===== config.mk =====
export PLATFORM = sky130hd
export DESIGN_NAME = hps_loan_io_ctrl
export DESIGN_NICKNAME = d
export VERILOG_FILES = /design/src/rtl/hps_loan_io_pkg.sv /design/src/rtl/hps_loan_io_debounce.sv /design/src/rtl/hps_loan_io_ctrl.sv
export SDC_FILE = /design/constraint.sdc
export NUM_CORES = 1
export LEC_CHECK = 0
export CAP_MARGIN = 20
export CELL_PAD_IN_SITES_DETAIL_PLACEMENT = 2
export CELL_PAD_IN_SITES_GLOBAL_PLACEMENT = 2
export CORE_MARGIN = 3
export CORE_UTILIZATION = 27
export CTS_BUF_LIST = sky130_fd_sc_hd__clkbuf_2 sky130_fd_sc_hd__clkbuf_4 sky130_fd_sc_hd__clkbuf_8
export CTS_CLUSTER_SIZE = 20
export DETAILED_ROUTE_END_ITERATION = 10
export PLACE_DENSITY = 0.81
export SLEW_MARGIN = 0
export SYNTH_ARGS = -nofsm -noshare
export SYNTH_HDL_FRONTEND = slang
export SYNTH_SLANG_ARGS = --single-unit

===== constraint.sdc =====
create_clock -name clk_clk -period 2 [get_ports clk_clk]
set_input_delay 0.6 -clock clk_clk [delete_from_list [all_inputs] [get_ports clk_clk]]
set_output_delay 0.6 -clock clk_clk [all_outputs]
set_load 0.03 [all_outputs]

===== src/rtl/hps_loan_io_pkg.sv =====
// hps_loan_io_pkg
// Shared definitions for the HPS loan-IO controller: channel mode encoding,
// Avalon-MM register word addresses and the bus data width.
package hps_loan_io_pkg;

   localparam int DATA_W = 32;

   // Per-channel pin mode, as written into the MODE register (2 bits/channel)
   typedef enum logic [1:0] {
      MODE_IN    = 2'b00,
      MODE_PP    = 2'b01,
      MODE_OD    = 2'b10,
      MODE_PULSE = 2'b11
   } io_mode_t;

   // Register word addresses; 6 and 7 are unused and read as zero
   localparam logic [2:0] ADDR_MODE  = 3'd0;
   localparam logic [2:0] ADDR_DOUT  = 3'd1;
   localparam logic [2:0] ADDR_DIN   = 3'd2;
   localparam logic [2:0] ADDR_EDGE  = 3'd3;
   localparam logic [2:0] ADDR_IMASK = 3'd4;
   localparam logic [2:0] ADDR_ESEL  = 3'd5;

endpackage


===== src/rtl/hps_loan_io_debounce.sv =====
// hps_loan_io_debounce
// One input channel: 2-FF synchroniser, stability counter and edge strobes.
// Ports:
//   clk, rst_n      clock, asynchronous active-low reset
//   pin_async       raw pin level (asynchronous to clk)
//   din             debounced, registered level
//   rise, fall      one-cycle strobes, high in the cycle before din changes,
//                   so a register sampling them updates together with din
module hps_loan_io_debounce #(
   parameter int DEB_CYCLES = 1000
) (
   input  logic clk,
   input  logic rst_n,
   input  logic pin_async,
   output logic din,
   output logic rise,
   output logic fall
);

   localparam int CW = $clog2(DEB_CYCLES + 1);
   localparam logic [CW-1:0] CNT_LAST = CW'(DEB_CYCLES - 1);

   logic [1:0]    sync_reg;
   logic          deb_reg;
   logic          din_reg;
   logic [CW-1:0] cnt_reg;

   always_ff @(posedge clk or negedge rst_n) begin
      if (!rst_n) begin
         sync_reg <= '0;
         deb_reg  <= 1'b0;
         din_reg  <= 1'b0;
         cnt_reg  <= '0;
      end else begin
         sync_reg <= {sync_reg[0], pin_async};
         din_reg  <= deb_reg;
         // Count consecutive cycles of disagreement; any agreement restarts it
         if (sync_reg[1] == deb_reg) begin
            cnt_reg <= '0;
         end else if (cnt_reg == CNT_LAST) begin
            deb_reg <= sync_reg[1];
            cnt_reg <= '0;
         end else begin
            cnt_reg <= cnt_reg + CW'(1);
         end
      end
   end

   assign din  = din_reg;
   assign rise = deb_reg & ~din_reg;
   assign fall = ~deb_reg & din_reg;

endmodule


===== src/rtl/hps_loan_io_ctrl.sv =====
// hps_loan_io_ctrl
// Avalon-MM controlled driver for NUM_CH HPS loan-IO pins. Each channel can be
// an input, push-pull, open-drain or one-shot pulse output; every channel's pin
// is also synchronised, debounced and edge-captured with a maskable interrupt.
// Ports:
//   clk_clk, reset_reset_n       clock, asynchronous active-low reset
//   avs_address/read/write/...   lightweight H2F bridge slave, 1-cycle read
//   irq                          level interrupt, |(EDGE & IMASK), registered
//   loan_in/loan_out/loan_oe     h2f_loan_io conduit
module hps_loan_io_ctrl
   import hps_loan_io_pkg::*;
#(
   parameter int                LOAN_WIDTH = 67,
   parameter int                NUM_CH     = 4,
   parameter logic [7*NUM_CH-1:0] CH_IDX   = {7'd54, 7'd53, 7'd50, 7'd49},
   parameter int                DEB_CYCLES = 1000,
   parameter int                PULSE_LEN  = 50000
) (
   input  logic                  clk_clk,
   input  logic                  reset_reset_n,
   input  logic [2:0]            avs_address,
   input  logic                  avs_read,
   input  logic                  avs_write,
   input  logic [DATA_W-1:0]     avs_writedata,
   output logic [DATA_W-1:0]     avs_readdata,
   output logic                  irq,
   input  logic [LOAN_WIDTH-1:0] loan_in,
   output logic [LOAN_WIDTH-1:0] loan_out,
   output logic [LOAN_WIDTH-1:0] loan_oe
);

   localparam int PW = $clog2(PULSE_LEN + 1);

   logic [2*NUM_CH-1:0]   mode_reg;
   logic [NUM_CH-1:0]     dout_reg, dout_next;
   logic [NUM_CH-1:0]     edge_reg, edge_set, edge_clr;
   logic [NUM_CH-1:0]     imask_reg;
   logic [2*NUM_CH-1:0]   esel_reg;
   logic                  irq_reg;
   logic [DATA_W-1:0]     rdata_reg, rdata_next;
   logic [LOAN_WIDTH-1:0] out_reg, out_next, oe_reg, oe_next;

   logic [NUM_CH-1:0]     ch_out, ch_oe, ch_din, ch_rise, ch_fall, pulse_done;

   logic wr_mode, wr_dout, wr_edge, wr_imask, wr_esel;
   logic unused_bits;

   assign wr_mode  = avs_write && (avs_address == ADDR_MODE);
   assign wr_dout  = avs_write && (avs_address == ADDR_DOUT);
   assign wr_edge  = avs_write && (avs_address == ADDR_EDGE);
   assign wr_imask = avs_write && (avs_address == ADDR_IMASK);
   assign wr_esel  = avs_write && (avs_address == ADDR_ESEL);

   // Unmapped loan inputs and unused write-data bits are intentionally ignored
   assign unused_bits = ^{loan_in, avs_writedata};

   genvar gi;
   generate
      for (gi = 0; gi < NUM_CH; gi++) begin : g_ch
         io_mode_t      mode_cur, mode_new;
         logic [PW-1:0] pcnt_reg;
         logic          pulse_hi;

         assign mode_cur = io_mode_t'(mode_reg[2*gi +: 2]);
         assign mode_new = io_mode_t'(avs_writedata[2*gi +: 2]);

         // Pulse timer: loaded by DOUT=1 in pulse mode, cleared by DOUT=0 or
         // by any change of this channel's mode
         always_ff @(posedge clk_clk or negedge reset_reset_n) begin
            if (!reset_reset_n) begin
               pcnt_reg <= '0;
            end else if (wr_mode && (mode_new != mode_cur)) begin
               pcnt_reg <= '0;
            end else if (wr_dout && (mode_cur == MODE_PULSE)) begin
               pcnt_reg <= avs_writedata[gi] ? PW'(PULSE_LEN) : '0;
            end else if (pcnt_reg != '0) begin
               pcnt_reg <= pcnt_reg - PW'(1);
            end
         end

         assign pulse_hi       = (pcnt_reg != '0);
         assign pulse_done[gi] = (pcnt_reg == PW'(1));

         assign ch_out[gi] = ((mode_cur == MODE_PP) && dout_reg[gi]) ||
                             ((mode_cur == MODE_PULSE) && pulse_hi);
         assign ch_oe[gi]  = (mode_cur == MODE_PP) || (mode_cur == MODE_PULSE) ||
                             ((mode_cur == MODE_OD) && !dout_reg[gi]);

         hps_loan_io_debounce #(
            .DEB_CYCLES (DEB_CYCLES)
         ) u_deb (
            .clk       (clk_clk),
            .rst_n     (reset_reset_n),
            .pin_async (loan_in[CH_IDX[7*gi +: 7]]),
            .din       (ch_din[gi]),
            .rise      (ch_rise[gi]),
            .fall      (ch_fall[gi])
         );
      end
   endgenerate

   // DOUT bits in pulse mode self-clear as their timer runs out; a
   // simultaneous bus write takes priority
   assign dout_next = wr_dout ? avs_writedata[NUM_CH-1:0] : (dout_reg & ~pulse_done);

   assign edge_set = (ch_rise & esel_reg[NUM_CH-1:0]) |
                     (ch_fall & esel_reg[2*NUM_CH-1:NUM_CH]);
   assign edge_clr = wr_edge ? avs_writedata[NUM_CH-1:0] : '0;

   always_comb begin
      out_next = '0;
      oe_next  = '0;
      for (int i = 0; i < NUM_CH; i++) begin
         out_next[CH_IDX[7*i +: 7]] = ch_out[i];
         oe_next[CH_IDX[7*i +: 7]]  = ch_oe[i];
      end
   end

   always_comb begin
      rdata_next = '0;
      case (avs_address)
         ADDR_MODE:  rdata_next[2*NUM_CH-1:0] = mode_reg;
         ADDR_DOUT:  rdata_next[NUM_CH-1:0]   = dout_reg;
         ADDR_DIN:   rdata_next[NUM_CH-1:0]   = ch_din;
         ADDR_EDGE:  rdata_next[NUM_CH-1:0]   = edge_reg;
         ADDR_IMASK: rdata_next[NUM_CH-1:0]   = imask_reg;
         ADDR_ESEL:  rdata_next[2*NUM_CH-1:0] = esel_reg;
         default:    ;
      endcase
   end

   always_ff @(posedge clk_clk or negedge reset_reset_n) begin
      if (!reset_reset_n) begin
         mode_reg  <= '0;
         dout_reg  <= '0;
         edge_reg  <= '0;
         imask_reg <= '0;
         esel_reg  <= '0;
         irq_reg   <= 1'b0;
         rdata_reg <= '0;
         out_reg   <= '0;
         oe_reg    <= '0;
      end else begin
         if (wr_mode)  mode_reg  <= avs_writedata[2*NUM_CH-1:0];
         if (wr_imask) imask_reg <= avs_writedata[NUM_CH-1:0];
         if (wr_esel)  esel_reg  <= avs_writedata[2*NUM_CH-1:0];
         dout_reg <= dout_next;
         // A new edge wins over a W1C of the same bit
         edge_reg <= (edge_reg & ~edge_clr) | edge_set;
         irq_reg  <= |(edge_reg & imask_reg);
         if (avs_read) rdata_reg <= rdata_next;
         out_reg  <= out_next;
         oe_reg   <= oe_next;
      end
   end

   assign avs_readdata = rdata_reg;
   assign irq          = irq_reg;
   assign loan_out     = out_reg;
   assign loan_oe      = oe_reg;

endmodule


After elaboration in Yosys (flattened, before gate mapping) --
Cells that the tools add are included.
Storage, ports and cells: register bits 165, input bits 106, output and inout bits 167, logic and storage cells 182
Cells by class: add/sub/neg operators 8, equal/unequal tests 33, multiplexer cells 28, bitwise logic cells 29, reductions and logical operators 55
Operator list (count):
- 16-bit two-way mux | 16
- 10-bit two-way mux | 8
- 16-bit by 1-bit == test with 1-bit output, second input constant | 4
- 16-bit nonzero test | 4
- 16-bit by 1-bit subtractor with 16-bit output, second input constant | 4
- 10-bit by 1-bit adder with 10-bit output, second input constant | 4
- 10-bit == test, second input constant | 4
- 1-bit logical AND | 25
- 4-bit one-hot mux with 6 select lines | 1
- 4-bit bitwise AND | 5
- 2-bit == test, second input constant | 8
- 1-bit logical OR | 12
- 1-bit NOT | 12
- 3-bit nonzero test | 4
- 1-bit bitwise AND | 8
- 2-bit by 1-bit == test with 1-bit output, second input constant | 4
- 4-bit two-way mux | 2
- 2-bit inequality test | 4
- 4-bit NOT | 2
- 4-bit bitwise OR | 2
- 4-bit one-hot mux with 2 select lines | 1
- 2-bit AND reduction | 4
- 3-bit by 2-bit == test with 1-bit output, second input constant | 2
- 3-bit == test, second input constant | 2
- 5 further kinds | 11

Logic depth before layout (Yosys ltp) --
depth in word-level cells 6, depth in mapped cells 7, depth with buffers taken out 7

Hierarchy --
A second synthesis with hierarchy kept.
Unflattened totals: cell total of the unflattened synthesis 957, area, all modules 9606.7 sq um
By module, submodules not included:
- hps_loan_io_ctrl | times used 1, cells each 725, area an instance 7029.2 sq um, seq. area each 2727.6 sq um
- hps_loan_io_debounce | times used 4, cells each 58, area an instance 644.4 sq um, seq. area each 350.3 sq um

Worst setup path after synthesis --
OpenSTA, ideal clock, no wires.
path kind input to register, from input port avs_address[0], to register rdata_reg[2], in the netlist avs_readdata[2], setup time 0.119 ns, data arrival time 1.843 ns, required time 1.881 ns, path slack 0.038 ns, stages 6, buffers on the path 2, path through clkbuf_1 buf_2 mux2_1 a22oi_1 o221ai_1 o21a_1
On the way: longest elaborated chain between the ends 2, elaborated cells on any way between the ends 7, classes of those cells eq/ne (5); mux (1); reduce/logical (1)
RTL lines:
- start, declared | line hps_loan_io_ctrl.sv:21 | input logic [2:0] avs_address,
- 3-bit == test, or another cell as far along | line hps_loan_io_ctrl.sv:121 | case (avs_address)
- 4-bit one-hot mux with 6 select lines * | line hps_loan_io_ctrl.sv:121
- end signal, assigned | line hps_loan_io_ctrl.sv:151 | if (avs_read) rdata_reg <= rdata_next;
- end, declared | line hps_loan_io_ctrl.sv:40 | logic [DATA_W-1:0] rdata_reg, rdata_next;
Every way passes the cells marked *; elsewhere a longest branch is shown, timed or not. A chain may end at the register's enable or synchronous reset.

Final worst setup path --
from register g_ch[1].pcnt_reg[10], to register g_ch[1].pcnt_reg[11]
On the way: longest elaborated chain between the ends 4, elaborated cells on any way between the ends 6, classes of those cells add/sub (1); mux (3); reduce/logical (2)
RTL lines:
- start, declared | line hps_loan_io_ctrl.sv:61 | logic [PW-1:0] pcnt_reg;
- start signal, assigned | line hps_loan_io_ctrl.sv:75 | pcnt_reg <= avs_writedata[gi] ? PW'(PULSE_LEN) : '0;
- start signal, assigned | line hps_loan_io_ctrl.sv:77 | pcnt_reg <= pcnt_reg - PW'(1);
- 16-bit by 1-bit subtractor with 16-bit output | line hps_loan_io_ctrl.sv:77
- 16-bit two-way mux | line hps_loan_io_ctrl.sv:76 | end else if (pcnt_reg != '0) begin
- 16-bit two-way mux | line hps_loan_io_ctrl.sv:74 | end else if (wr_dout && (mode_cur == MODE_PULSE)) begin
- 16-bit two-way mux | line hps_loan_io_ctrl.sv:72 | end else if (wr_mode && (mode_new != mode_cur)) begin
Parallel ways exist; a longest one is shown, timed or not. The select of a mux whose other input is x is not followed.

==> tab_implementation.tex <==
\begin{tabular}{lr}
\hline
Metric & Value \\
\hline
\multicolumn{2}{l}{\textbf{STA}} \\
\quad Number of pins exceeding their max-slew limit in the final report & 0 \\
\quad Setup WS post-layout & 0.0301 ns \\
\quad Setup-violating endpoint count in the final report & 0 \\
\quad Time the worst path needs with I/O delays and setup & 1.97 ns \\
\quad Final critical-path share of the clock period & 0.985 \\
\quad Fmax achieved & 508 MHz \\
\quad Final worst clock skew & 0.0122 ns \\
\quad Count of final hold-check violations & 0 \\
\multicolumn{2}{l}{\textbf{Critical path}} \\
\quad Critical Path End Type & register \\
\quad Worst Path Buf+Inv & 0 \\
\quad Crit-path max cell delay & 0.56 ns \\
\quad Critical path startpoint category & register \\
\quad Crit-path max FO & 5 \\
\quad Required arrival time at the worst endpoint & 2.37 ns \\
\quad Setup CP Type & reg2reg \\
\quad Slowest cell on the critical path & sky130\_fd\_sc\_hd\_\_or4\_4 \\
\quad Ordered list of cells on the worst path & or4\_4 -> or3\_4 -> o211ai\_2 -> xor2\_1 -> nor2\_1 \\
\quad Worst path top cell family by delay & simple AND/OR/NAND/NOR gates \\
\quad Critical path arrival & 2.34 ns \\
\multicolumn{2}{l}{\textbf{Logic synthesis}} \\
\quad Post-synthesis cell area & 9110 µm² \\
\quad Post-synthesis area per instance & 9.76 µm² \\
\quad Proportion of synthesized chip area in sequential cells & 0.453 \\
\quad Mapped Cells & 934 \\
\quad Most instantiated flip-flop cell in the synthesis netlist & sky130\_fd\_sc\_hd\_\_dfrtp\_1 \\
\quad Flop and latch count out of synthesis & 165 \\
\quad Synthesis Warnings & 0 \\
\quad Number of library cell types mapped by synthesis & 64 \\
\quad Number of enable flip-flop cells after synthesis & 0 \\
\quad Proportion of synthesized flip-flops having asynchronous set or reset & 1.00 \\
\multicolumn{2}{l}{\textbf{Clocking}} \\
\quad CTS tree & built \\
\quad CTS sink count & 165 \\
\quad Longest Clk Path Bufs & 2 \\
\quad Number of clock buffers inserted by TritonCTS & 17 \\
\quad Register clock-pin slew on the reported worst setup and hold paths & 0.10 ns \\
\quad Library cell used as clock root buffer & sky130\_fd\_sc\_hd\_\_clkbuf\_8 \\
\quad Clock latency on the worst-skew pair & 0.48 ns \\
\quad Level count of the clock H-tree & 4 \\
\multicolumn{2}{l}{\textbf{Cells and area}} \\
\quad Multi-input gate area & 4380 µm² \\
\quad Share of final-layout standard cells stronger than drive strength 1 & 0.166 \\
\quad Leading cell type in the layout, fill and taps excluded & sky130\_fd\_sc\_hd\_\_dfrtp\_1 \\
\quad Number of antenna cells inserted & 0 \\
\quad Post-synthesis to final-layout area growth & 16.8\% \\
\quad Final net count & 1182 \\
\quad Storage cell area & 4130 µm² \\
\quad Commonest cells after routing, fill and taps aside & sky130\_fd\_sc\_hd\_\_dfrtp\_1, sky130\_fd\_sc\_hd\_\_conb\_1, sky130\_fd\_sc\_hd\_\_nor2\_1 \\
\quad Number of fill cells & 3690 \\
\quad Largest register FFs & 64 \\
\multicolumn{2}{l}{\textbf{Outcome}} \\
\quad Run status & finished clean \\
\multicolumn{2}{l}{\textbf{Floorplan}} \\
\quad Die boundary width & 190 µm \\
\quad Standard-cell row count & 66 \\
\quad Std-Cell Core Area & 32900 µm² \\
\quad Number of top-level pins & 273 \\
\quad Die outline area & 36000 µm² \\
\quad Initial cell density of the core & 0.277 \\
\quad Die Ht & 190 µm \\
\multicolumn{2}{l}{\textbf{GRT}} \\
\quad Initial antenna violation count & 1 \\
\quad First-pass GRT wire length & 39.8 mm \\
\quad Total global routing track utilization & 0.137 \\
\quad Vias in the first global route & 7589 \\
\quad Congestion Overflow GR & 0 \\
\quad Pin count of the biggest net entering global routing & 40 \\
\multicolumn{2}{l}{\textbf{Placement}} \\
\quad Port bufs & 35 \\
\quad Setup slack at placement & -0.553 ns \\
\quad RD Place Congestion & 0.762 \\
\quad Post-detailed-placement half-perimeter wirelength & 17.9 mm \\
\multicolumn{2}{l}{\textbf{Detailed routing}} \\
\quad Number of vias in the routed layout & 6812 \\
\quad Total wirelength of the detailed-routed design & 25.5 mm \\
\quad Average wire per standard cell & 16.8 µm \\
\quad Count of nets left with antenna violations after detail routing & 0 \\
\quad Number of vias per cell & 4.48 \\
\quad Total iterations of the first detailed-routing run & 4 \\
\quad Number of violations reported at the end of detailed-routing iteration 0 & 284 \\
\quad Residual DRC & 0 \\
\multicolumn{2}{l}{\textbf{Power}} \\
\quad Net switching component of the power & 0.00486 W \\
\quad Power Density & 1110 nW/µm² \\
\quad Switching Share & 0.411 \\
\quad Gate power share & 0.367 \\
\quad Clk network pwr share & 0.196 \\
\quad Worst VDD drop & 395 µV \\
\quad Leak Pwr & 4.83 nW \\
\quad Internal Dissipation & 0.00697 W \\
\quad Share of power burned in registers & 0.437 \\
\quad Total Power & 0.0118 W \\
\multicolumn{2}{l}{\textbf{Min path}} \\
\quad Kind of path behind the tightest hold check & in2async \\
\multicolumn{2}{l}{\textbf{Run}} \\
\quad Max capacitance violation total & 0 \\
\hline
\end{tabular}
==> power by group through the flow <==
stage | clock network [W] | logic, W | registers [W]
final | 0.00232 | 0.00435 | 0.00517
after global routing | 0.00253 | 0.00481 | 0.00531
after CTS | 0.00240 | 0.00411 | 0.00512
after detailed placement | 0 | 0.00405 | 0.00516
after global placement | 0 | 0.00383 | 0.00506
after floorplan | 0 | 0.00279 | 0.00500
==> area by class of cell <==
class | instances | area share
inverters | 22 | 0.00776
flip-flops and latches | 165 | 0.388
repair buffers | 132 | 0.107
clock inverters | 13 | 0.00964
clock buffers | 19 | 0.0246
multi-input cells | 726 | 0.411
well taps | 442 | 0.0520
==> worst paths after layout <==
check	to	slack, ns	start	depth (start not counted)
max	g_ch[1].pcnt_reg[11]$_DFFE_PN0P_	0.03	g_ch[1].pcnt_reg[10]$_DFFE_PN0P_	5
min	g_ch[0].pcnt_reg[11]$_DFFE_PN0P_	0.04	reset_reset_n	1
max reg2reg	g_ch[1].pcnt_reg[11]$_DFFE_PN0P_	0.03	g_ch[1].pcnt_reg[10]$_DFFE_PN0P_	5
min reg2reg	g_ch[0].u_deb.sync_reg[1]$_DFF_PN0_	0.36	g_ch[0].u_deb.sync_reg[0]$_DFF_PN0_	0
max in group asynchronous	g_ch[2].pcnt_reg[4]$_DFFE_PN0P_	1.38	reset_reset_n	2
min in group clk_clk	g_ch[0].u_deb.sync_reg[1]$_DFF_PN0_	0.36	g_ch[0].u_deb.sync_reg[0]$_DFF_PN0_	0
==> repair_timing <==
action	CTS	global route
pin swaps	1	6
gates cloned	0	0
resized for setup	28	19
hold buffers	0	0
buffers inserted	0	10
endpoints found under the setup margin	41	38
==> metrics by stage <==
step                hold WS, ns  TNS, ns  instances  utilization  cell area, µm²
floorplan                 0.304        0       1083            -            9670
global placement          0.334   -30.56       1477        0.307           10100
detailed placement        0.336   -35.21       1477        0.307           10100
CTS                      0.0363        0       1509        0.319           10500
global route             0.0425   -0.103       1519        0.324           10600
finish                   0.0362        0       1519        0.324           10600
==> synthesized netlist by cell type (11+ instances only) <==
library cell | count | area, µm²
sky130_fd_sc_hd__nand2b_1 | 11 | 68.8
sky130_fd_sc_hd__mux2i_1 | 12 | 120
sky130_fd_sc_hd__buf_4 | 151 | 1130
sky130_fd_sc_hd__nor3_1 | 28 | 140
sky130_fd_sc_hd__nand2_1 | 72 | 270
sky130_fd_sc_hd__clkbuf_1 | 15 | 56.3
sky130_fd_sc_hd__nor2_1 | 106 | 398
sky130_fd_sc_hd__dfrtp_1 | 165 | 4130
sky130_fd_sc_hd__xor2_1 | 36 | 315
sky130_fd_sc_hd__a21oi_1 | 44 | 220
sky130_fd_sc_hd__mux2_1 | 15 | 169
sky130_fd_sc_hd__xnor2_1 | 48 | 420
sky130_fd_sc_hd__ha_1 | 12 | 150
sky130_fd_sc_hd__o21ai_0 | 14 | 70.1
sky130_fd_sc_hd__o21ai_1 | 11 | 55.1
sky130_fd_sc_hd__inv_1 | 20 | 75.1
sky130_fd_sc_hd__nand3_1 | 27 | 135
==> metal layers <==
layer | up-vias | track usage | wire length, µm
met2 | 133 | 0.254 | 14000
met4 | 2 | 0.0384 | 267
met1 | 3517 | 0.160 | 10500
met5 | - | 0 | 7
met3 | 23 | 0.0256 | 811
li1 | 3137 | - | -
==> cells by family (layout without fill, tap and decap cells) <==
logic type,count (synthesis),in the layout,share of synthesized area
simple gates,323,323,0.178
buf+inv,192,186,0.142
mux,39,39,0.0482
other cells,1,150,0.000412
fa+ha+maj,12,12,0.0165
compound gates,118,118,0.0810
flops,165,165,0.453
xor+xnor,84,84,0.0807
Power figures use the tool's default switching activity.
